$ cat config.mk
export PLATFORM = sky130hd
export DESIGN_NAME = clink_base_rx_decoder
export DESIGN_NICKNAME = d
export VERILOG_FILES = /design/src/rtl/clink_base_rx_decoder.sv
export SDC_FILE = /design/constraint.sdc
export NUM_CORES = 1
export LEC_CHECK = 0
export BUFFER_PORTS_ARGS = -buffer_cell sky130_fd_sc_hd__buf_2
export CAP_MARGIN = 20
export CORE_MARGIN = 2
export CORE_UTILIZATION = 33
export CTS_CLUSTER_SIZE = 28
export DETAILED_ROUTE_END_ITERATION = 10
export PLACE_DENSITY_LB_ADDON = 0.15
export SLEW_MARGIN = 20
export SYNTH_ARGS = -nofsm -noshare
export SYNTH_HDL_FRONTEND = slang
export SYNTH_SLANG_ARGS = --single-unit
$ cat constraint.sdc
create_clock -name s_axi_aclk -period 2.45 [get_ports s_axi_aclk]
set_input_delay 0.1225 -clock s_axi_aclk [delete_from_list [all_inputs] [get_ports s_axi_aclk]]
set_output_delay 0.1225 -clock s_axi_aclk [all_outputs]
set_load 0.03 [all_outputs]
$ cat src/rtl/clink_base_rx_decoder.sv
// Camera Link base-configuration RX decoder: clock-lane word alignment, lane unpack, AXI-Stream pixels, frame stats.
// Build option: define CLINK_TEST_PATTERN_EN to replace tdata with {8'h00, line[7:0], pixel_index[7:0]}.
module clink_base_rx_decoder #(
  parameter int LOCK_COUNT   = 16,
  parameter int MISS_LIMIT   = 4,
  parameter int BITSLIP_WAIT = 4,
  parameter int CNT_WIDTH    = 16
) (
  input  logic                 s_axi_aclk,
  input  logic                 s_axi_aresetn,
  input  logic                 word_valid,
  input  logic [6:0]           clk_word,
  input  logic [6:0]           data_word_0,
  input  logic [6:0]           data_word_1,
  input  logic [6:0]           data_word_2,
  input  logic [6:0]           data_word_3,
  output logic                 bitslip,
  output logic                 locked,
  output logic [23:0]          m_axis_tdata,
  output logic                 m_axis_tvalid,
  input  logic                 m_axis_tready,
  output logic                 m_axis_tuser,
  output logic                 m_axis_tlast,
  output logic                 overflow,
  input  logic                 clear_overflow,
  output logic [CNT_WIDTH-1:0] frame_cnt,
  output logic [CNT_WIDTH-1:0] last_line_pixels,
  output logic [CNT_WIDTH-1:0] last_frame_lines
);

  localparam logic [6:0] CLK_PATTERN = 7'b1100011;
  localparam int MW = $clog2(LOCK_COUNT + 1);
  localparam int XW = $clog2(MISS_LIMIT + 1);
  localparam int WW = $clog2(BITSLIP_WAIT + 1);

  typedef enum logic [1:0] {ST_SEARCH, ST_WAIT, ST_VERIFY, ST_LOCKED} state_t;

  state_t        state, state_nxt;
  logic [MW-1:0] match_cnt, match_cnt_nxt;
  logic [XW-1:0] miss_cnt, miss_cnt_nxt;
  logic [WW-1:0] wait_cnt, wait_cnt_nxt;
  logic          bitslip_nxt;
  logic          lose_lock;
  logic          clk_match;

  assign clk_match = (clk_word == CLK_PATTERN);
  assign locked    = (state == ST_LOCKED);

  always_comb begin
    state_nxt     = state;
    match_cnt_nxt = match_cnt;
    miss_cnt_nxt  = miss_cnt;
    wait_cnt_nxt  = wait_cnt;
    bitslip_nxt   = 1'b0;
    lose_lock     = 1'b0;
    if (word_valid) begin
      unique case (state)
        ST_SEARCH: begin
          if (clk_match) begin
            match_cnt_nxt = '0;
            state_nxt     = ST_VERIFY;
          end else begin
            bitslip_nxt  = 1'b1;
            wait_cnt_nxt = '0;
            state_nxt    = ST_WAIT;
          end
        end
        ST_WAIT: begin
          if (wait_cnt == WW'(BITSLIP_WAIT - 1)) state_nxt = ST_SEARCH;
          else wait_cnt_nxt = wait_cnt + 1'b1;
        end
        ST_VERIFY: begin
          if (!clk_match) begin
            state_nxt = ST_SEARCH;
          end else if (match_cnt == MW'(LOCK_COUNT - 1)) begin
            miss_cnt_nxt = '0;
            state_nxt    = ST_LOCKED;
          end else begin
            match_cnt_nxt = match_cnt + 1'b1;
          end
        end
        ST_LOCKED: begin
          if (clk_match) begin
            miss_cnt_nxt = '0;
          end else if (miss_cnt == XW'(MISS_LIMIT - 1)) begin
            lose_lock = 1'b1;
            state_nxt = ST_SEARCH;
          end else begin
            miss_cnt_nxt = miss_cnt + 1'b1;
          end
        end
        default: state_nxt = ST_SEARCH;
      endcase
    end
  end

  always_ff @(posedge s_axi_aclk or negedge s_axi_aresetn) begin
    if (!s_axi_aresetn) begin
      state     <= ST_SEARCH;
      match_cnt <= '0;
      miss_cnt  <= '0;
      wait_cnt  <= '0;
      bitslip   <= 1'b0;
    end else begin
      state     <= state_nxt;
      match_cnt <= match_cnt_nxt;
      miss_cnt  <= miss_cnt_nxt;
      wait_cnt  <= wait_cnt_nxt;
      bitslip   <= bitslip_nxt;
    end
  end

  // Stage p0: lane unpack, framing and the one-word lookahead pending pixel
  logic                 fval, lval, dval;
  logic                 prev_fval, in_frame, sof;
  logic                 pend_vld_p0;
  logic [23:0]          pend_data_p0;
  logic [23:0]          pix_data;
  logic [CNT_WIDTH-1:0] pix_cnt, line_cnt, line_nxt;
  logic                 dec_en, fval_rise, fval_fall, is_pix, rel, rel_last, frame_end;
  logic                 load, drop;

  assign dval = data_word_2[6];
  assign fval = data_word_2[5];
  assign lval = data_word_2[4];

`ifdef CLINK_TEST_PATTERN_EN
  logic unused_lanes;
  assign unused_lanes = ^{data_word_0, data_word_1, data_word_2[3:0], data_word_3};
  assign pix_data = {8'h00, line_cnt[7:0], pix_cnt[7:0]};
`else
  logic [7:0] pix_a, pix_b, pix_c;
  logic       unused_res;
  assign pix_a = {data_word_3[1:0], data_word_0[5:0]};
  assign pix_b = {data_word_3[3:2], data_word_1[4:0], data_word_0[6]};
  assign pix_c = {data_word_3[5:4], data_word_2[3:0], data_word_1[6:5]};
  assign unused_res = data_word_3[6];
  assign pix_data = {pix_c, pix_b, pix_a};
`endif

  // The word that drops lock is not decoded, so nothing is released on it.
  assign dec_en    = word_valid && locked && !lose_lock;
  assign fval_rise = fval && !prev_fval;
  assign fval_fall = !fval && prev_fval;
  assign is_pix    = dec_en && (in_frame || fval_rise) && fval && lval && dval;
  assign rel       = dec_en && pend_vld_p0 && (is_pix || !lval || !fval);
  assign rel_last  = rel && !is_pix;
  assign frame_end = dec_en && fval_fall && in_frame;
  assign line_nxt  = rel_last ? line_cnt + 1'b1 : line_cnt;
  assign load      = rel && (!m_axis_tvalid || m_axis_tready);
  assign drop      = rel && m_axis_tvalid && !m_axis_tready;

  always_ff @(posedge s_axi_aclk or negedge s_axi_aresetn) begin
    if (!s_axi_aresetn) begin
      prev_fval        <= 1'b1;
      in_frame         <= 1'b0;
      sof              <= 1'b0;
      pend_vld_p0      <= 1'b0;
      pend_data_p0     <= '0;
      pix_cnt          <= '0;
      line_cnt         <= '0;
      frame_cnt        <= '0;
      last_line_pixels <= '0;
      last_frame_lines <= '0;
    end else if (lose_lock) begin
      // prev_fval parks high so a frame already in flight at relock is ignored
      prev_fval   <= 1'b1;
      in_frame    <= 1'b0;
      sof         <= 1'b0;
      pend_vld_p0 <= 1'b0;
      pix_cnt     <= '0;
      line_cnt    <= '0;
    end else if (dec_en) begin
      prev_fval <= fval;
      if (rel) sof <= 1'b0;
      if (fval_rise) begin
        in_frame <= 1'b1;
        sof      <= 1'b1;
        line_cnt <= '0;
        pix_cnt  <= '0;
      end
      if (is_pix) begin
        pend_vld_p0  <= 1'b1;
        pend_data_p0 <= pix_data;
        pix_cnt      <= pix_cnt + 1'b1;
      end else if (rel) begin
        pend_vld_p0 <= 1'b0;
      end
      if (rel_last) begin
        last_line_pixels <= pix_cnt;
        pix_cnt          <= '0;
        line_cnt         <= line_cnt + 1'b1;
      end
      if (frame_end) begin
        frame_cnt        <= frame_cnt + 1'b1;
        last_frame_lines <= line_nxt;
        line_cnt         <= '0;
        in_frame         <= 1'b0;
      end
    end
  end

  // Stage p1: AXI-Stream output register; a release into a stalled slot is dropped
  always_ff @(posedge s_axi_aclk or negedge s_axi_aresetn) begin
    if (!s_axi_aresetn) begin
      m_axis_tvalid <= 1'b0;
      m_axis_tdata  <= '0;
      m_axis_tuser  <= 1'b0;
      m_axis_tlast  <= 1'b0;
      overflow      <= 1'b0;
    end else begin
      if (load) begin
        m_axis_tvalid <= 1'b1;
        m_axis_tdata  <= pend_data_p0;
        m_axis_tuser  <= sof;
        m_axis_tlast  <= rel_last;
      end else if (m_axis_tvalid && m_axis_tready) begin
        m_axis_tvalid <= 1'b0;
      end
      if (drop) overflow <= 1'b1;
      else if (clear_overflow) overflow <= 1'b0;
    end
  end

endmodule
==> out/qor.csv <==
stage,metric,value,unit
floorplanning,# rows,53,
power,Sw Share,36.2,%
placement,IO Port Bufs,116,
global_routing,total grt overflow,0,
power,Comb pwr share,30.0,%
finish,layout cell share with drive strength beyond 1,23.7,%
critical_path,Worst Path Max Fanout,13,
global_routing,initial antenna violation count,0,
floorplanning,chip width,149,um
min_path,worst hold path class,in -> reg,
floorplanning,# IOs,118,
finish,Syn-to-layout area delta,24.8,%
placement,RD Place Congestion,0.772,
synthesis,YS warnings,0,
clock_network,number of setup buffers added after CTS,0,
power,Cell Pwr Density,950,mW/mm2
placement,cell count after placement,1081,
sta,hold slack,0.0600,ns
route,Pre-Repair DR Iteration Count,4,
sta,Layout Skew,0.00919,ns
floorplanning,Initial Utilization,33.4,%
critical_path,reg2reg start,miss_cnt[0],
clock_network,CTS tree,built,
critical_path,Worst Setup Path Type,reg -> reg,
placement,Post-Place Cell Area,0.00788,mm2
critical_path,CP endpoint kind,register,
finish,Inserted Diodes,0,
critical_path,r2r setup slk,0.30,ns
synthesis,#FFs+latches synth,150,
finish,"Cell Count, Final, Fillers Out",1141,
synthesis,Post-Syn Area,0.00695,mm2
power,clock share of power,28.3,%
route,number of vias per cell,4.90,
synthesis,Yosys top cell area share,53.6,%
sta,fin worst setup slack,0.299,ns
sta,Slew Limit Fails,0,
clock_network,"Clk pin slew, worst setup/hold paths",0.06,ns
clock_network,CTS buffer count,17,
clock_network,root buf cell,clkbuf_16,
route,DRC,0,
synthesis,top post-synthesis cells by count,"nand2_1 (167), dfrtp_1 (149), o21ai_0 (56), nand3_1 (32), mux2_2 (29)",
synthesis,Post-synth EDFFs,0,
power,Flop pwr share,41.7,%
route,drt initial violations,236,
power,internal power,5.26,mW
synthesis,syn_nets,756,
sta,Slew @ Worst Pin,0.891,ns
power,Switching Power,2.98,mW
critical_path,WP data arrival,2.47,ns
clock_network,"Clk Latency, worst-skew pair",0.42,ns
clock_network,maximum root-to-sink buffer count,2,
synthesis,largest cells by area after synthesis,"dfrtp_1 (54%), nand2_1 (9.0%), mux2_2 (4.7%)",
finish,filler cell count,2113,
floorplanning,Die ar.,0.0222,mm2
critical_path,capturing point of the worst reg2reg path,line_cnt[0],
synthesis,Cell variety after synth,55,
synthesis,Main synth FF type,dfrtp_1,
placement,pre-CTS WS,0.297,ns
route,DR WL/cell,14.5,um
sta,Slew headroom,40.6,%
finish,number of nets in the layout,903,
finish,"Core Util, Final",41.7,%
synthesis,Post-Syn Instances,706,
global_routing,global-route wire length before repair,27.1,mm
route,total wire length,16.6,mm
min_path,Hold Crit Endpoint,prev_fval,
synthesis,post-synthesis cell type with the largest combined area,dfrtp_1,
sta,# setup viols final,0,
route,Via Count,5591,
global_routing,gr usage total,15.3,%
synthesis,"FFs w/ async S/R, synth",100,%
critical_path,reg2reg path depth,8,
floorplanning,total core area,0.0208,mm2
global_routing,largest net degree at the start of global routing,151,
run,MaxCap Viol Count,0,
synthesis,post-synthesis sequential area ratio,54.0,%
critical_path,CP startpoint kind,register,
sta,fmax,0.465,GHz
power,Leak,4.29,nW
min_path,Worst Hold Depth,3,
sta,setup tns final,0,ns
clock_network,htree depth,4,
sta,unrepaired setup endpoints after global routing,no,
run_status,status,"complete, no violations",
floorplanning,chip height,149,um
clock_network,clk sinks,150,
min_path,Hold Crit Start,data_word_2[5],
route,ANT nets after route,0,
power,Worst VDD drop,502,uV
power,Total Power Consumption,8.24,mW
synthesis,Syn Area/Cell,9.85,um2
global_routing,vias in the first global route,5482,
placement,Post-DP HPWL,11.3,mm
finish,final instance area,0.00867,mm2
sta,Tmin final,2.15,ns
sta,crit share post-route,87.8,%
critical_path,Worst EP required,2.77,ns
synthesis,cell with the most instances after synthesis,nand2_1,
sta,final hold viol count,0,
==> state kept, by name, indices dropped and copies added (netlist names), 2 cells and up <==
signal / cells
wait_cnt: 3
frame_cnt: 16
last_line_pixels: 16
pend_data_p0: 24
m_axis_tdata: 24
match_cnt: 5
last_frame_lines: 16
miss_cnt: 3
line_cnt: 16
state: 2
pix_cnt: 16
==> worst max path at each step <==
stage                               end        start  cells after the start  slack [ns]
CTS                 last_frame_lines[0]  miss_cnt[0]                      7        0.28
detailed placement  last_frame_lines[0]  miss_cnt[0]                      7        0.30
global placement    last_frame_lines[0]  miss_cnt[0]                      7        0.33
finish                      line_cnt[0]  miss_cnt[0]                      8        0.30
floorplan           last_frame_lines[0]  miss_cnt[0]                      9        0.40
global route        last_frame_lines[0]  miss_cnt[0]                      7        0.12
==> placed cells by master, fill, tap and decap left out, drive strengths merged, types with 3 or more instances in the layout <==
cell	Yosys	layout
nor2b	3	3
clkinvlp	0	4
dlygate4sd3	0	28
o31ai	3	3
inv	17	19
and2	3	3
dfrtp	149	149
xnor2	17	17
clkinv	0	6
ha	10	10
a21o	16	16
o22ai	3	3
a21oi	18	18
nand4	9	9
nand2	167	167
mux2i	6	6
a22o	10	10
a31oi	5	5
nor4	11	11
buf	18	134
clkbuf	16	20
xor2	10	10
nand3	33	33
nand2b	6	6
o21ai	58	58
mux2	29	29
nor2	19	19
nor3	15	15
and3	13	13
or3	15	15
nor3b	6	6
==> per-layer routing <==
metal  GRT usage, %  up-vias  share of wire [%]
met5              0        -                  0
met4           5.71        0                1.8
met3           2.91       19                3.3
met2           25.1       98                 49
met1           20.2     2739                 46
li1               -     2735                  -
==> power groups by stage <==
stage	Clock (mW)	Combinational, mW	Sequential (mW)
after floorplan	0	1.17	3.96
after global placement	0	2.41	3.44
after detailed placement	0	2.47	3.47
after CTS	2.41	2.51	3.44
after global routing	2.50	2.72	3.51
final	2.33	2.47	3.43
==> worst max-delay path: stages, from the launching register on <==
cell and delay, ns:
dfrtp_1 0.39, ha_1 0.21, ha_1 0.20, a21bo_2 0.39
nand2_1 0.27, inv_1 0.17, ha_1 0.16, mux2i_1 0.06
a211oi_1 0.20
==> cell families after synthesis <==
group / after synthesis / share of synthesized area [%]
compound gates: 124 / 11.0
mux: 35 / 5.56
flops: 150 / 54.0
xor+xnor: 27 / 3.40
buf+inv: 51 / 3.22
simple gates: 309 / 21.0
fa+ha+maj: 10 / 1.80
==> what timing repair did <==
item                      4_1_cts  5_1_grt
gates resized for setup         0        0
hold endpoints to repair      176        0
hold buffers                   28        0
==> final cells by class <==
| type | instances | area [um2] | share of cell area (%) |
|---|---|---|---|
| sequential | 150 | 3750 | 43.3 |
| timing repair buffer | 162 | 1010 | 11.7 |
| clock inverter | 12 | 81.3 | 0.938 |
| inverter | 17 | 63.8 | 0.736 |
| clock buffer | 20 | 437 | 5.03 |
| multi-input combinational | 505 | 2980 | 34.3 |
| tap | 275 | 344 | 3.97 |
(Power assumes the default switching activity.)
